==> src/rtl/npu_cube_pkg.sv <==
// npu_cube_pkg: shared defaults and width helpers for the cube add-tree datapath
package npu_cube_pkg;

   localparam int DWA_D       = 8;
   localparam int DWB_D       = 8;
   localparam int SIGNED_A_D  = 0;
   localparam int MAC_NUM_D   = 8;
   localparam int DWACC_D     = 32;
   localparam int MAX_LEN_D   = 16;

   function automatic int clog2(input int v);
      for (int r = 0; r < 32; r++)
         if ((1 << r) >= v) return r;
      return 32;
   endfunction

   // Unsigned data needs one extra bit so it can be treated as signed.
   function automatic int prod_w(input int dwa, input int dwb, input int signed_a);
      return dwa + dwb + ((signed_a != 0) ? 0 : 1);
   endfunction

   function automatic int tree_w(input int dwa, input int dwb, input int signed_a, input int n);
      return prod_w(dwa, dwb, signed_a) + clog2(n);
   endfunction

endpackage

==> src/rtl/npu_cube_tree_level.sv <==
// npu_cube_tree_level: registered pairwise signed adder, N inputs of W bits to N/2 outputs of W+1 bits
module npu_cube_tree_level #(
   parameter int N = 8,
   parameter int W = 17
) (
   input  logic                   clk,
   input  logic                   rst,
   input  logic [N*W-1:0]         din,
   output logic [N/2*(W+1)-1:0]   dout
);

   logic [N/2*(W+1)-1:0] sum;

   for (genvar i = 0; i < N/2; i++) begin : g_pair
      logic [W-1:0] a;
      logic [W-1:0] b;
      assign a = din[W*(2*i) +: W];
      assign b = din[W*(2*i+1) +: W];
      assign sum[(W+1)*i +: W+1] = {a[W-1], a} + {b[W-1], b};
   end

   // One pipeline register per tree level.
   always_ff @(posedge clk or posedge rst)
      if (rst) dout <= '0;
      else     dout <= sum;

endmodule

==> src/rtl/npu_cube_add_tree_acc.sv <==
// npu_cube_add_tree_acc: lane multiply, pipelined adder tree and per-group accumulation
module npu_cube_add_tree_acc
   import npu_cube_pkg::*;
#(
   parameter int DWA              = DWA_D,
   parameter int DWB              = DWB_D,
   parameter int SIGNED_A         = SIGNED_A_D,
   parameter int NPU_CUBE_MAC_NUM = MAC_NUM_D,
   parameter int DWACC            = DWACC_D,
   parameter int MAX_LEN          = MAX_LEN_D
) (
   input  logic                            clk,
   input  logic                            rst,
   input  logic [DWA*NPU_CUBE_MAC_NUM-1:0] add_tree_data,
   input  logic [DWB*NPU_CUBE_MAC_NUM-1:0] add_tree_para,
   input  logic                            in_valid,
   input  logic                            in_first,
   input  logic                            in_last,
   output logic                            out_valid,
   output logic [DWACC-1:0]                out_sum,
   output logic                            err_overlen
);

   localparam int N   = NPU_CUBE_MAC_NUM;
   localparam int DWP = prod_w(DWA, DWB, SIGNED_A);
   localparam int L   = clog2(N);
   localparam int TW  = tree_w(DWA, DWB, SIGNED_A, N);
   localparam int CW  = clog2(MAX_LEN + 1);

   logic [N*DWP-1:0] prod;
   logic [N*DWP-1:0] prod_q;
   logic [L:0]       v_sr;
   logic [L:0]       f_sr;
   logic [L:0]       l_sr;
   logic [TW-1:0]    tree_sum;
   logic [DWACC-1:0] ts_ext;
   logic [DWACC-1:0] acc;
   logic [DWACC-1:0] acc_nxt;
   logic [CW-1:0]    count;
   logic [CW-1:0]    cnt_nxt;
   logic             v5;
   logic             f5;
   logic             l5;
   logic             open;
   logic             over;

   for (genvar i = 0; i < N; i++) begin : g_lane
      logic [DWA-1:0] d;
      logic [DWB-1:0] p;
      logic signed [DWP-1:0] a_x;
      logic signed [DWP-1:0] b_x;
      assign d = add_tree_data[DWA*i +: DWA];
      assign p = add_tree_para[DWB*i +: DWB];
      if (SIGNED_A != 0) begin : g_sa
         assign a_x = {{(DWP-DWA){d[DWA-1]}}, d};
      end else begin : g_ua
         assign a_x = {{(DWP-DWA){1'b0}}, d};
      end
      assign b_x = {{(DWP-DWB){p[DWB-1]}}, p};
      assign prod[DWP*i +: DWP] = a_x * b_x;
   end

   // S1: register the lane products.
   always_ff @(posedge clk or posedge rst)
      if (rst) prod_q <= '0;
      else     prod_q <= prod;

   for (genvar k = 0; k < L; k++) begin : g_lvl
      localparam int NI = N >> k;
      localparam int WI = DWP + k;
      logic [NI/2*(WI+1)-1:0] q;
      if (k == 0) begin : g_in
         npu_cube_tree_level #(.N(NI), .W(WI)) u_lvl (.clk(clk), .rst(rst), .din(prod_q), .dout(q));
      end else begin : g_in
         npu_cube_tree_level #(.N(NI), .W(WI)) u_lvl (.clk(clk), .rst(rst), .din(g_lvl[k-1].q), .dout(q));
      end
   end

   assign tree_sum = g_lvl[L-1].q;
   assign ts_ext   = {{(DWACC-TW){tree_sum[TW-1]}}, tree_sum};

   // Beat qualifiers ride alongside the data: index 0 matches S1, index L matches the tree sum.
   always_ff @(posedge clk or posedge rst)
      if (rst) begin
         v_sr <= '0;
         f_sr <= '0;
         l_sr <= '0;
      end else begin
         v_sr <= {v_sr[L-1:0], in_valid};
         f_sr <= {f_sr[L-1:0], in_first};
         l_sr <= {l_sr[L-1:0], in_last};
      end

   assign v5 = v_sr[L];
   assign f5 = f_sr[L];
   assign l5 = l_sr[L];

   // A beat without first while no group is open simply starts one.
   always_comb begin
      open    = (count != '0) && !f5;
      acc_nxt = open ? acc + ts_ext : ts_ext;
      cnt_nxt = !open ? CW'(1) : (count == CW'(MAX_LEN)) ? count : count + CW'(1);
      over    = !l5 && (cnt_nxt > CW'(MAX_LEN - 1));
   end

   // S5: accumulate, close groups on last, track overlength.
   always_ff @(posedge clk or posedge rst)
      if (rst) begin
         acc         <= '0;
         count       <= '0;
         out_valid   <= 1'b0;
         out_sum     <= '0;
         err_overlen <= 1'b0;
      end else begin
         out_valid <= v5 && l5;
         if (v5) begin
            acc         <= acc_nxt;
            count       <= l5 ? '0 : cnt_nxt;
            err_overlen <= (err_overlen && !f5) || over;
            if (l5) out_sum <= acc_nxt;
         end
      end

endmodule

==> config.mk <==
export PLATFORM = sky130hd
export DESIGN_NAME = npu_cube_add_tree_acc
export DESIGN_NICKNAME = d
export VERILOG_FILES = /design/src/rtl/npu_cube_pkg.sv /design/src/rtl/npu_cube_tree_level.sv /design/src/rtl/npu_cube_add_tree_acc.sv
export SDC_FILE = /design/constraint.sdc
export NUM_CORES = 2
export LEC_CHECK = 0
export ABC_CLOCK_PERIOD_IN_PS = 31600
export CAP_MARGIN = 20
export CORE_MARGIN = 4
export CORE_UTILIZATION = 65
export CTS_CLUSTER_DIAMETER = 80
export DETAILED_ROUTE_END_ITERATION = 16
export GPL_ROUTABILITY_DRIVEN = 0
export PLACE_DENSITY = 0.85
export SLEW_MARGIN = 15
export SYNTH_ARGS = -nofsm -noshare
export SYNTH_HDL_FRONTEND = slang
export SYNTH_SLANG_ARGS = --single-unit
==> constraint.sdc <==
create_clock -name clk -period 31.6 [get_ports clk]
set_clock_uncertainty 0.1 [all_clocks]
set_input_delay 4.74 -clock clk [delete_from_list [all_inputs] [get_ports clk]]
set_output_delay 4.74 -clock clk [all_outputs]
set_load 0.02 [all_outputs]
==> results.md <==
* Post-Route Utilization at 0.732
* Share of layout cells above drive strength 1 at 0.0265
* Crit path kind: primary input to flop
* Rows at 83
* H-tree Lvls at 2
* Post-Synth Adder-Cell Area at 0.364
* Hold_buf cts at 0
* Slew Viols, Final at 0
* Hold Path Stages at 0
* Synthesized area at 0.0339 mm2
* Ys Warns at 0
* Cell Pwr Density at 91.7 mW/mm2
* Synth Area in Simple Gates at 0.160
* # fillers at 3,636
* Min Tclk post-route at 9.35 ns
* Post-synthesis mux area share at 0.00403
* Max VDD drop at 0.0000571 V
* Port-buffer cells at 166
* Setup bufs post-CTS at 0
* Vert. Die Dim at 236 um
* Clock Path Buffers at 3
* Fin area at 0.0376 mm2
* Die W at 236 um
* Area taken by multi-input logic gates at 0.0229 mm2
* Initial antenna violation count at 0
* I/O pins at 167
* GRT overflow at 0
* Largest family of logic cells by synthesized area: adder cells
* CTS sink count at 349
* Initial Util at 0.659
* Clock-pin slew on the worst setup and hold paths at 0.06 ns
* XOR/XNOR Fraction of Synth Area at 0.0535
* Synth Register Bits at 349
* Vias at 24,500
* EDFF count, synth at 0
* Routed Antenna Nets at 0
* CTS root buf: clkbuf_16
* Final Hold Fails at 0
* Routed Wire Length at 68.1 mm
* Layout area overhead at 11.1%
* Vias in the first global route at 25,200
* First-pass GRT wire length at 119 mm
* CP Max Fanout at 6
* Synth Area in Compound Gates at 0.0958
* Slew margin rel. at 0.384
* Area of the core at 0.0514 mm2
* Nets at 4,651
* Mapped Cells at 3,532
* PostCTS Resize Cnt at 0
* Setup TNS at 0 ns
* Syn avg cell area at 9.59 um2
* Achievable frequency at 0.107 GHz
* WP data arrival at 9.65 ns
* Sequential cell area at 0.00873 mm2
* Startpoint types: primary input
* Sequential area share after synthesis at 0.258
* Power, Total at 3.45 mW
* Post-route clock period utilization at 0.296
* Largest net degree at the start of global routing at 184
* DP Area at 0.0363 mm2
* Critical Path RT at 31.90 ns
* # diodes at 0
* Syn nets at 4,469
* Vias per Instance at 5.54
* Cell variety after synth at 66
* Worst skew pair latency at 0.52 ns
* Final setup violating endpoints at 0
* Hold Crit Class: flop to flop
* All-Layer GR Usage at 0.249
* Num CTS Buffers at 38
* Leakage dissipation at 18.8 nW
* RSZ-0062 raised after global routing: false
* Worst Tran Pin Value at 0.921 ns
* Synth async-reset ratio at 1.00
* Final HPWL DP at 53.4 mm
* CTS tree: yes
* Post-synth top flop: dfrtp_1
* Worst Setup End Kind: flop
* DRC at 0
* DR WL/cell at 15.4 um
* Die area at 0.0558 mm2
* Outcome: finished, final reports clean
* DRT iter0 DRCs at 1,363
* R2R cell count at 10
* Pre-antenna DRT Iters at 5
* Total of max-cap violations at 0
==> where the power goes <==
group | total (mW) | internal, mW | switching [mW]
sequential | 0.778 | 0.670 | 0.108
combinational | 2.22 | 0.994 | 1.23
clock | 0.450 | 0.275 | 0.175
==> worst max-delay path, stage by stage <==
cell             delay (ns)
clkdlybuf4s50_1        0.58
inv_1                  0.16
fa_1                   0.53
fa_1                   0.52
inv_1                  0.06
fa_1                   0.52
inv_1                  0.05
fa_1                   0.47
inv_1                  0.04
ha_1                   0.30
o21ai_0                0.11
a21boi_0               0.18
o21ai_0                0.30
nand2b_1               0.15
a21o_1                 0.23
a41o_1                 0.26
o41a_1                 0.32
xnor2_1                0.14
==> metrics by stage <==
stage	std cells	worst slack, ns	hold WS, ns
2_1_floorplan	3532	17.08	0.231
3_3_place_gp	4354	21.98	0.234
3_5_place_dp	4354	21.80	0.236
4_1_cts	4421	22.27	0.249
5_1_grt	4421	21.80	0.251
6_report	4421	22.25	0.247
==> layer usage <==
metal  track usage  share of wire
met1         0.349           0.45
met4        0.0522          0.020
met5             0              0
met2         0.423           0.49
met3        0.0272          0.041
==> final timing paths <==
check                      slack [ns]                      end                                   start
hold reg to reg                  0.25        f_sr[3]$_DFF_PP0_                       f_sr[2]$_DFF_PP0_
min in group asynchronous        4.60        v_sr[2]$_DFF_PP0_                                     rst
max in group asynchronous       25.39     prod_q[40]$_DFF_PP0_                                     rst
setup reg to reg                28.09  out_sum[31]$_DFFE_PP0P_  g_lvl[2].g_in.u_lvl.dout[19]$_DFF_PP0_
setup / recovery                22.25     prod_q[33]$_DFF_PP0_                       add_tree_para[15]
hold / removal                   0.25        f_sr[3]$_DFF_PP0_                       f_sr[2]$_DFF_PP0_
==> synthesized netlist by cell type (25+ instances only) <==
cell        n  share of area
fa_1      304           0.18
nor2_1    214          0.024
nor3_1     52         0.0077
inv_1     556          0.062
dfrtp_1   349           0.26
and2_1    337          0.062
nand2b_1   47         0.0087
nand2_1   248          0.027
clkbuf_1   25         0.0028
xnor2_1   176          0.046
ha_1      500           0.18
a21oi_1   170          0.025
xor2_1     31         0.0080
nand3_1    43         0.0064
a21o_1     50          0.011
nor2b_1    46         0.0085
o21ai_0   121          0.018
==> state kept, by name, summed over array words and instances, names as in the netlist <==
name	cells
l_sr	4
err_overlen	1
out_valid	1
f_sr	4
out_sum	32
v_sr	4
count	5
prod_q	136
acc	32
g_lvl.g_in.u_lvl.dout	130
==> cell type report <==
class,instances,area share
multi-input cells,2598,0.610
flip-flops and latches,349,0.232
inverters,556,0.0557
repair buffers,171,0.0455
clock buffers,53,0.0301
well taps,680,0.0226
clock inverters,14,0.00416
==> cell families (layout without fill, tap and decap cells) <==
logic type	Yosys count	after routing
and+or+nand+nor	1061	1061
adders and majority gates	804	804
buffers and inverters	585	794
AOI/OAI and AO/OA	513	513
DFF	349	349
xor gates and xnor gates	207	207
muxes	13	13
==> cell usage in the layout (no fill, tap or decap), types with 6 or more instances in the layout <==
| master | Yosys | layout |
|---|---|---|
| a21oi_1 | 170 | 170 |
| a21o_1 | 50 | 50 |
| nor2b_1 | 46 | 46 |
| nand2b_1 | 47 | 47 |
| o41ai_1 | 6 | 6 |
| inv_1 | 556 | 555 |
| o21bai_1 | 10 | 10 |
| mux2i_1 | 8 | 8 |
| clkbuf_1 | 25 | 6 |
| xor2_1 | 31 | 31 |
| a31oi_1 | 15 | 15 |
| o21a_1 | 21 | 21 |
| clkbuf_8 | 0 | 6 |
| a21boi_0 | 15 | 15 |
| clkdlybuf4s50_1 | 0 | 166 |
| o21ai_0 | 121 | 121 |
| xnor2_1 | 176 | 176 |
| nand4_1 | 12 | 12 |
| ha_1 | 500 | 500 |
| fa_1 | 304 | 304 |
| o31ai_1 | 14 | 14 |
| and3_1 | 16 | 16 |
| nor3_1 | 52 | 52 |
| nand3_1 | 43 | 43 |
| a41o_1 | 7 | 7 |
| clkbuf_16 | 0 | 41 |
| and2_1 | 337 | 337 |
| or2_2 | 8 | 8 |
| or3_1 | 20 | 20 |
| clkinv_2 | 0 | 8 |
| nor2_1 | 214 | 214 |
| dfrtp_1 | 349 | 348 |
| o2111ai_1 | 12 | 12 |
| nand2_1 | 248 | 247 |
| a211oi_1 | 16 | 16 |
No activity file was read; power rests on OpenSTA's default activity.
